<file path="config.mk">
export PLATFORM = sky130hd
export DESIGN_NAME = parking_lot_controller
export DESIGN_NICKNAME = d
export VERILOG_FILES = /design/src/rtl/parking_lot_controller.sv
export SDC_FILE = /design/constraint.sdc
export NUM_CORES = 1
export LEC_CHECK = 0
export CAP_MARGIN = 5
export CELL_PAD_IN_SITES_DETAIL_PLACEMENT = 1
export CELL_PAD_IN_SITES_GLOBAL_PLACEMENT = 1
export CORE_MARGIN = 2
export CORE_UTILIZATION = 34
export CTS_CLUSTER_DIAMETER = 150
export DETAILED_ROUTE_END_ITERATION = 12
export MAX_ROUTING_LAYER = met4
export PLACE_DENSITY = 0.83
export SETUP_SLACK_MARGIN = 0.4
export SKIP_CTS_REPAIR_TIMING = 1
export SLEW_MARGIN = 10
export SYNTH_ARGS = -nofsm -noshare
export SYNTH_HDL_FRONTEND = slang
export SYNTH_SLANG_ARGS = --single-unit
</file>
<file path="constraint.sdc">
create_clock -name clk -period 1.8 [get_ports clk]
set_input_delay 0.18 -clock clk [delete_from_list [all_inputs] [get_ports clk]]
set_output_delay 0.18 -clock clk [all_outputs]
set_load 0.02 [all_outputs]
</file>
<file path="src/rtl/parking_lot_controller.sv">
// Occupancy manager for an 8-space car park.
// Gives each arriving car the lowest-numbered free space and frees a space when a car
// leaves. One FSM handles entry and exit requests one at a time, and exit wins a tie.
// The occupancy bit order matches exit_parking_lot, so both blocks can drive the
// location displays from the same decode.
//
// Ports
//   clk               system clock, rising edge
//   rst_n             asynchronous active-low reset
//   entry_req         car at entry gate; level, held until entry_grant/entry_reject
//   exit_req          car at exit gate; level, held until exit_ack/exit_err
//   exit_park_number  space being vacated; stable while exit_req is high
//   entry_grant       1-cycle pulse: a space was assigned
//   entry_reject      1-cycle pulse: lot full, no space assigned
//   entry_park_number assigned space; valid with entry_grant and held afterwards
//   exit_ack          1-cycle pulse: space released
//   exit_err          1-cycle pulse: named space was already free
//   occupancy         bit (7-n) set = space n occupied
//   free_count        number of free spaces, 0..8
//   full / empty      free_count == 0 / free_count == 8
module parking_lot_controller #(
  parameter int unsigned NUM_SPACES = 8,
  parameter int unsigned IDX_W      = 3
) (
  input  logic                  clk,
  input  logic                  rst_n,
  input  logic                  entry_req,
  input  logic                  exit_req,
  input  logic [IDX_W-1:0]      exit_park_number,
  output logic                  entry_grant,
  output logic                  entry_reject,
  output logic [IDX_W-1:0]      entry_park_number,
  output logic                  exit_ack,
  output logic                  exit_err,
  output logic [NUM_SPACES-1:0] occupancy,
  output logic [IDX_W:0]        free_count,
  output logic                  full,
  output logic                  empty
);

  localparam int unsigned CntW = IDX_W + 1;

  typedef enum logic [1:0] {StIdle, StAlloc, StExit, StRelease} state_e;

  state_e                state_q, state_d;
  // Records which request is waiting to be released: 1 = exit, 0 = entry.
  logic                  served_exit_q, served_exit_d;
  logic [NUM_SPACES-1:0] occ_d;
  logic [CntW-1:0]       free_d;
  logic [IDX_W-1:0]      park_d;
  logic                  grant_d, reject_d, ack_d, err_d;
  logic [IDX_W-1:0]      lowest_free;
  logic [IDX_W-1:0]      exit_bit;

  // Lowest free space number. The loop scans downward, so the last hit is the lowest.
  // The result is only used in StAlloc, and that state is never entered when the lot is full.
  always_comb begin
    lowest_free = '0;
    for (int i = int'(NUM_SPACES) - 1; i >= 0; i--) begin
      if (!occupancy[IDX_W'(int'(NUM_SPACES) - 1 - i)]) begin
        lowest_free = IDX_W'(i);
      end
    end
  end

  assign exit_bit = IDX_W'(NUM_SPACES - 1) - exit_park_number;

  always_comb begin
    state_d       = state_q;
    served_exit_d = served_exit_q;
    occ_d         = occupancy;
    free_d        = free_count;
    park_d        = entry_park_number;
    grant_d       = 1'b0;
    reject_d      = 1'b0;
    ack_d         = 1'b0;
    err_d         = 1'b0;

    unique case (state_q)
      StIdle: begin
        if (exit_req) begin
          // Exit goes first, so a full lot can make room for a waiting entry.
          served_exit_d = 1'b1;
          state_d       = StExit;
        end else if (entry_req) begin
          served_exit_d = 1'b0;
          if (full) begin
            reject_d = 1'b1;
            state_d  = StRelease;
          end else begin
            state_d = StAlloc;
          end
        end
      end
      StAlloc: begin
        occ_d[IDX_W'(NUM_SPACES - 1) - lowest_free] = 1'b1;
        free_d  = free_count - CntW'(1);
        park_d  = lowest_free;
        grant_d = 1'b1;
        state_d = StRelease;
      end
      StExit: begin
        if (occupancy[exit_bit]) begin
          occ_d[exit_bit] = 1'b0;
          free_d          = free_count + CntW'(1);
          ack_d           = 1'b1;
        end else begin
          err_d = 1'b1;
        end
        state_d = StRelease;
      end
      StRelease: begin
        // Wait here until the served request drops, so a held request is served only once.
        if (served_exit_q ? !exit_req : !entry_req) begin
          state_d = StIdle;
        end
      end
      default: state_d = StIdle;
    endcase
  end

  always_ff @(posedge clk or negedge rst_n) begin
    if (!rst_n) begin
      state_q           <= StIdle;
      served_exit_q     <= 1'b0;
      occupancy         <= '0;
      free_count        <= CntW'(NUM_SPACES);
      full              <= 1'b0;
      empty             <= 1'b1;
      entry_park_number <= '0;
      entry_grant       <= 1'b0;
      entry_reject      <= 1'b0;
      exit_ack          <= 1'b0;
      exit_err          <= 1'b0;
    end else begin
      state_q           <= state_d;
      served_exit_q     <= served_exit_d;
      occupancy         <= occ_d;
      free_count        <= free_d;
      // Computed from the next count, so full/empty change on the same edge as occupancy.
      full              <= (free_d == '0);
      empty             <= (free_d == CntW'(NUM_SPACES));
      entry_park_number <= park_d;
      entry_grant       <= grant_d;
      entry_reject      <= reject_d;
      exit_ack          <= ack_d;
      exit_err          <= err_d;
    end
  end

endmodule

</file>
==> run summary, run 1 <==
Hold Fails Final Rpt: 0
result of the run: finished with violations
Via-to-Cell Ratio: 5.184
Syn-to-layout area delta: 58.52%
worst hold-check path type: input port to async pin
drt drc: 0
period utilization: 111.9%
Peak VDD IR: 0.9191 mV
final core utilization: 55.41%
largest net degree at the start of global routing: 25
met3 GRT Util: 2.055%
PD cells: 1868 mW/mm^2
setup ws final: -215.0 ps
part of the Yosys area used for sequential elements: 47.49%
clk_lat worst skew: 280 ps
CP Capture Type: flop
cts bufs inserted: 3
initial antenna violation count: 0
Setup crit start: occupancy[3]
Post-Synth Simple-Gate Area: 17.73%
share of layout cells above drive strength 1: 40.00%
DIE AREA: 0.004240 sq mm
Die Y: 65.12 um
Synth Area in Adders: 5.911%
port buffer count: 27
critical path arrival: 2210 ps
CTS sink count: 24
antenna-violating nets left: 0
Finish-stage setup viols: 8
peak fanout along the critical path: 7
average cell area after synthesis: 10.67 sq um
hpwl dp: 2687 um
worst rel slew slack: 76.32%
Compound-Gate Fraction of Synth Area: 13.99%
DR vias: 1156
synth unique cells: 39
DP Worst Slack: -597.5 ps
kind of critical path: flop to flop
wire length per cell: 17.74 um
Final Slew Violations: 0
Post-Syn Area: 0.001270 sq mm
first-iteration detailed-routing DRC count: 52
Die Wd: 65.12 um
vias in the first global route: 1234
CTS H-tree depth: 1
number of max-cap violations: 0
initial core utilization: 34.95%
grt peak-use layer: met2
met1 usage: 24.64%
RSZ-0062 raised after global routing: yes
post-synthesis xor/xnor area fraction: 0.6897%
worst-case clock buffer depth: 2
Clock transition at path regs: 90 ps
R2R Path Start: occupancy[3]
Root Buffer Master: clkbuf_8
Total Nets Final: 189
Final Wtd Congestion: 0.8285
Synth Instances: 119
first-pass GRT wire length: 6099 um
WL final: 3956 um
mux contribution to synthesized area: 8.473%
CTS tree: built
# rows: 22
leakage dissipation: 1.109 nW
dominant combinational cell family by area after synthesis: simple AND/OR/NAND/NOR gates
met2 Use GR: 32.09%
critical path startpoint category: flop
syn_nets: 132
violated checks: negative setup slack
Ant. Diodes: 0
CP required: 1990 ps
f_max: 496.3 MHz
GR Overflow Total: 0
Tightest Pin Transition: 355.3 ps
total track usage: 19.59%
boundary pin count: 28
Period minus WS final: 2015 ps
Core Area: 0.003633 sq mm
drt first pass iters: 4
count of state elements after synthesis: 24
Synth warnings: 0
Clock Skew: 7.544 ps
==> layout by cell type, fill, tap and decap left out, drive strengths merged <==
master and n:
a21oi 4, nand3 5, nor2b 4, dlymetal6s2s 22, dfrtp 22, dfstp 2
buf 30, a21boi 3, nor3 3, a222oi 1, mux2i 2, nand2 10
inv 10, or4 2, xor2 1, nand2b 1, o211ai 2, nor4 1
bufinv 1, nor4b 1, clkdlybuf4s50 5, ha 6, mux4 2, a31oi 3
clkbuf 3, a22o 1, o21ai 6, nand4 2, and2 3, nor2 7
and3 2, o41ai 1, o221ai 1, a311o 2, o22ai 1, a21o 1
mux2 2
==> registers in the layout, indices dropped and copies added, names as in the netlist <==
| register | count |
|---|---|
| exit_err | 1 |
| free_count | 4 |
| entry_reject | 1 |
| served_exit_q | 1 |
| state_q | 2 |
| full | 1 |
| occupancy | 8 |
| exit_ack | 1 |
| empty | 1 |
| entry_grant | 1 |
| entry_park_number | 3 |
==> worst max-delay path: stages (launching register included) <==
cell and delay (ps):
dfrtp_2 440, mux4_2 500, mux2i_4 260, nor3_2 70, a311o_1 400, nor4_2 250
==> final timing paths <==
kind	end	slack [ps]	cells after the start
max	full	-210	5
min	entry_park_number[2]	260	2
max reg2reg	full	-210	5
min reg2reg	entry_park_number[2]	500	2
max in group asynchronous	free_count[3]	1250	2
min in group clk	occupancy[7]	400	4
==> through the flow <==
step | area (sq um) | hold slack [ps] | setup TNS, ps | power [mW] | instances
2_1_floorplan | 1281 | -115.6 | -277.0 | 2.009 | 119
3_3_place_gp | 1779 | 474.5 | -4063 | 2.776 | 216
3_5_place_dp | 1779 | 496.7 | -5625 | 2.898 | 216
4_1_cts | 1851 | 270.2 | -1138 | 3.419 | 220
5_1_grt | 2013 | 291.1 | -1554 | 3.999 | 223
6_report | 2013 | 256.0 | -776.2 | 3.760 | 223
==> layout make-up <==
class                           count  area [sq um]
Timing Repair Buffer               57         558.0
Clock buffer                        3         41.29
Fill cell                         393          1620
Inverter                           10         37.54
Clock inverter                      1         30.03
Sequential cell                    24         614.3
Multi-Input combinational cell     80         671.9
Tap cell                           48         60.06
==> cell usage after synthesis (all sizes together) <==
library cell,number,area (sq um)
a21boi,3,22.52
nor2b,4,25.02
and2,3,21.27
ha,6,75.07
o41ai,1,8.760
nand2b,1,6.260
o22ai,1,6.260
a21oi,4,20.02
a21o,1,7.510
a311o,2,21.27
nor2,7,26.28
and3,2,12.51
a31oi,3,18.77
dfrtp,22,550.5
xor2,1,8.760
nand3,5,25.02
a22o,1,8.760
nor4,1,6.260
inv,10,37.54
or4,2,17.52
nor4b,1,15.01
dfstp,2,52.55
mux4,2,52.55
nor3,3,20.02
buf,3,27.52
o211ai,2,15.01
a222oi,1,10.01
o21ai,6,30.03
clkbuf,2,7.510
nand2,10,37.54
mux2i,2,32.53
mux2,2,22.52
o221ai,1,8.760
nand4,2,12.51
==> layer usage <==
| metal | part of all wire (%) | vias to the layer above | wire, um |
|---|---|---|---|
| li1 | - | 533 | - |
| met1 | 46 | 583 | 1807 |
| met2 | 48 | 33 | 1909 |
| met3 | 3.8 | 7 | 149 |
| met4 | 2.3 | 0 | 90 |
| met5 | 0 | - | 0 |
==> power by group <==
group	leakage, nW	switching, mW	internal [mW]
Sequential	0.278	0.161	0.757
Combinational	0.795	1.17	1.18
Clock	0.0357	0.196	0.298
==> cell families (layout without fill, tap and decap cells) <==
family	Yosys count	in the layout
and+or+nand+nor	41	41
AOI/OAI and AO/OA	26	26
DFF	24	24
buffers and inverters	15	71
adders and majority gates	6	6
muxes	6	6
xor gates and xnor gates	1	1
Power figures use the tool's default switching activity.
==> inputs of run 2 (changes only) <==
--- a/config.mk
+++ b/config.mk
@@ -9,9 +9,10 @@
 export CELL_PAD_IN_SITES_DETAIL_PLACEMENT = 1
 export CELL_PAD_IN_SITES_GLOBAL_PLACEMENT = 1
 export CORE_MARGIN = 2
-export CORE_UTILIZATION = 34
+export CORE_UTILIZATION = 43
 export CTS_CLUSTER_DIAMETER = 150
 export DETAILED_ROUTE_END_ITERATION = 12
+export DONT_BUFFER_PORTS = 1
 export MAX_ROUTING_LAYER = met4
 export PLACE_DENSITY = 0.83
 export SETUP_SLACK_MARGIN = 0.4
==> run 2 against run 1 <==
Effect of this change: the run still ends with negative setup slack left; clock power is 41% lower; critical path depth increased by 1; setup slack worse by 52 ps; via count fell by 8.0%; utilization rose by 5.4 points; clock-buffer cell count rose by 1; non-clock buffer count is 20 lower.
==> run summary, run 2 (same netlist as run 1, synthesis figures left out) <==
violated checks: negative setup slack
CTS sink count: 24 (unchanged)
Ant. Diodes: 0 (unchanged)
result of the run: finished with violations
wire length per cell: 19.43 um (+9.5%)
worst rel slew slack: 72.97% (-3.3 points)
worst-case clock buffer depth: 2 (unchanged)
area of the multi-input gates: 661.9 sq um (-1.5%)
worst reg2reg endpoint: full
number of max-cap violations: 0 (unchanged)
worst hold-check path type: input port to flop
Peak VDD IR: 1.279 mV (+39%)
DR vias: 1064 (-8.0%)
Setup crit start: occupancy[0]
biggest regs: occupancy (8), free_count (4), entry_park_number (3)
Worst R2R Setup Slack: -270 ps (-50 ps)
WL final: 3614 um (-8.6%)
Final Slew Violations: 0 (unchanged)
leakage dissipation: 0.7524 nW (-32%)
clk_lat worst skew: 320 ps (+40 ps)
drt first pass iters: 4 (unchanged)
share of layout cells above drive strength 1: 45.81% (+5.8 points)
boundary pin count: 28 (unchanged)
DIE AREA: 0.003404 sq mm (-20%)
critical path arrival: 2300 ps (+90 ps)
Final Wtd Congestion: 0.7981 (-3.7%)
period utilization: 114.8% (+2.9 points)
slowest stage delay, CP: 500 ps (about the same)
cell area after layout: 0.001692 sq mm (-16%)
post-layout power: 3.374 mW (-10%)
Period minus WS final: 2067 ps (+51.74 ps)
PD cells: 1995 mW/mm^2 (+6.8%)
peak fanout along the critical path: 7 (unchanged)
kind of critical path: flop to flop
# rows: 19 (-14%)
max reg flops: 8 (unchanged)
Clock Skew: 6.908 ps (-0.6366 ps)
initial antenna violation count: 0 (unchanged)
Total Nets Final: 169 (-11%)
Clock transition at path regs: 130 ps (+40 ps)
port buffer count: 0 (-100%)
cts bufs inserted: 3 (unchanged)
final core utilization: 60.82% (+5.4 points)
initial core utilization: 45.66% (+11 points)
commonest non-fill, non-tap cells in the layout: buf_4, dfrtp_1, nand2_1, dfrtp_2, inv_1
Sum Neg Setup Slack: -1038 ps (-261.8 ps)
fillers: 301 (-23%)
largest net degree at the start of global routing: 25 (unchanged)
crit path to: full
R2R Path Start: occupancy[0]
CTS H-tree depth: 1 (unchanged)
first-iteration detailed-routing DRC count: 45 (-13%)
CP cell instances: mux4_2 > mux2i_4 > nor3_2 > a311o_1 > buf_4 > nor4_2
Biggest register: occupancy
critical path startpoint category: flop
hpwl dp: 2419 um (-10%)
Seq. cell area: 614.3 sq um (unchanged)
f_max: 483.9 MHz (-2.5%)
Root Buffer Master: clkbuf_4
Placed Area: 0.001503 sq mm (-16%)
slowest library cell on the worst path: mux4_2
RSZ-0062 raised after global routing: yes
commonest non-fill, non-tap cell in the layout: buf_4
first-pass GRT wire length: 5347 um (-12%)
CTS tree: built
antenna-violating nets left: 0 (unchanged)
Finish-stage setup viols: 9 (+1)
Via-to-Cell Ratio: 5.720 (+10%)
R2R cell count: 6 (+1)
Syn-to-layout area delta: 33.20%
Tightest Pin Transition: 400.1 ps (+44.89 ps)
GR Overflow Total: 0 (unchanged)
CP required: 2040 ps (+50 ps)
Hold Fails Final Rpt: 0 (unchanged)
total track usage: 21.45% (+1.9 points)
drt drc: 0 (unchanged)
Die Wd: 58.35 um (-10%)
Die Y: 58.35 um (-10%)
WHS: 25.03 ps (-231.0 ps)
vias in the first global route: 1137 (-7.9%)
CP Capture Type: flop
setup ws final: -266.7 ps (-51.74 ps)
Core Area: 0.002781 sq mm (-23%)
[run 2: cell types whose count changed in the layout (fill, tap and decap cells not counted), sizes merged]
cell           change
clkbuf             +1
bufinv             -1
clkdlybuf4s50      -5
dlygate4sd3        +5
dlymetal6s2s      -22
buf                +2
[run 2: cell type report]
cell class | count | area share [%]
timing repair buffer | 37 | 17.90
sequential | 24 | 36.32
multi-input combinational | 80 | 39.13
clock buffer | 4 | 2.145
tap | 31 | 2.293
inverter | 10 | 2.219
[run 2: power breakdown]
| group | switching, mW | leakage (nW) | total (mW) | internal (mW) |
|---|---|---|---|---|
| sequential | 0.208 | 0.278 | 0.964 | 0.755 |
| clock | 0.167 | 0.0210 | 0.291 | 0.124 |
| combinational | 1.09 | 0.453 | 2.12 | 1.03 |
| total | 1.47 | 0.752 | 3.37 | 1.91 |
[run 2: worst min path at each step]
stage | start | end | slack (ps) | cells past startpoint
final | exit_park_number[2] | occupancy[7] | 30 | 2
after global placement | rst_n | served_exit_q | -110 | 0
after floorplan | rst_n | entry_grant | -120 | 0
after global routing | exit_park_number[2] | occupancy[7] | 8 | 2
after detailed placement | rst_n | entry_reject | -110 | 0
after CTS | rst_n | served_exit_q | -480 | 0
[run 2: stage by stage]
step	worst slack, ps	cells
final	-266.7	186
after global placement	-152.6	174
after CTS	-233.6	178
after global routing	-335.4	186
after floorplan	-156.3	119
after detailed placement	-201.6	174
[run 2: per-layer routing]
| metal | vias to the layer above | global-route usage [%] | wire length, um |
|---|---|---|---|
| met5 | - | - | 0 |
| met4 | 0 | 6.312 | 27 |
| met3 | 4 | 5.714 | 162 |
| met2 | 35 | 34.03 | 1815 |
| met1 | 531 | 27.00 | 1608 |
| li1 | 494 | - | - |
[run 2: worst max-delay path: cells and delay by family (launching register included)]
| family | cells | cell delay, ps |
|---|---|---|
| buffers and inverters | 1 | 150 |
| DFF | 1 | 430 |
| muxes | 2 | 790 |
| AOI/OAI and AO/OA | 1 | 320 |
| and+or+nand+nor | 2 | 280 |
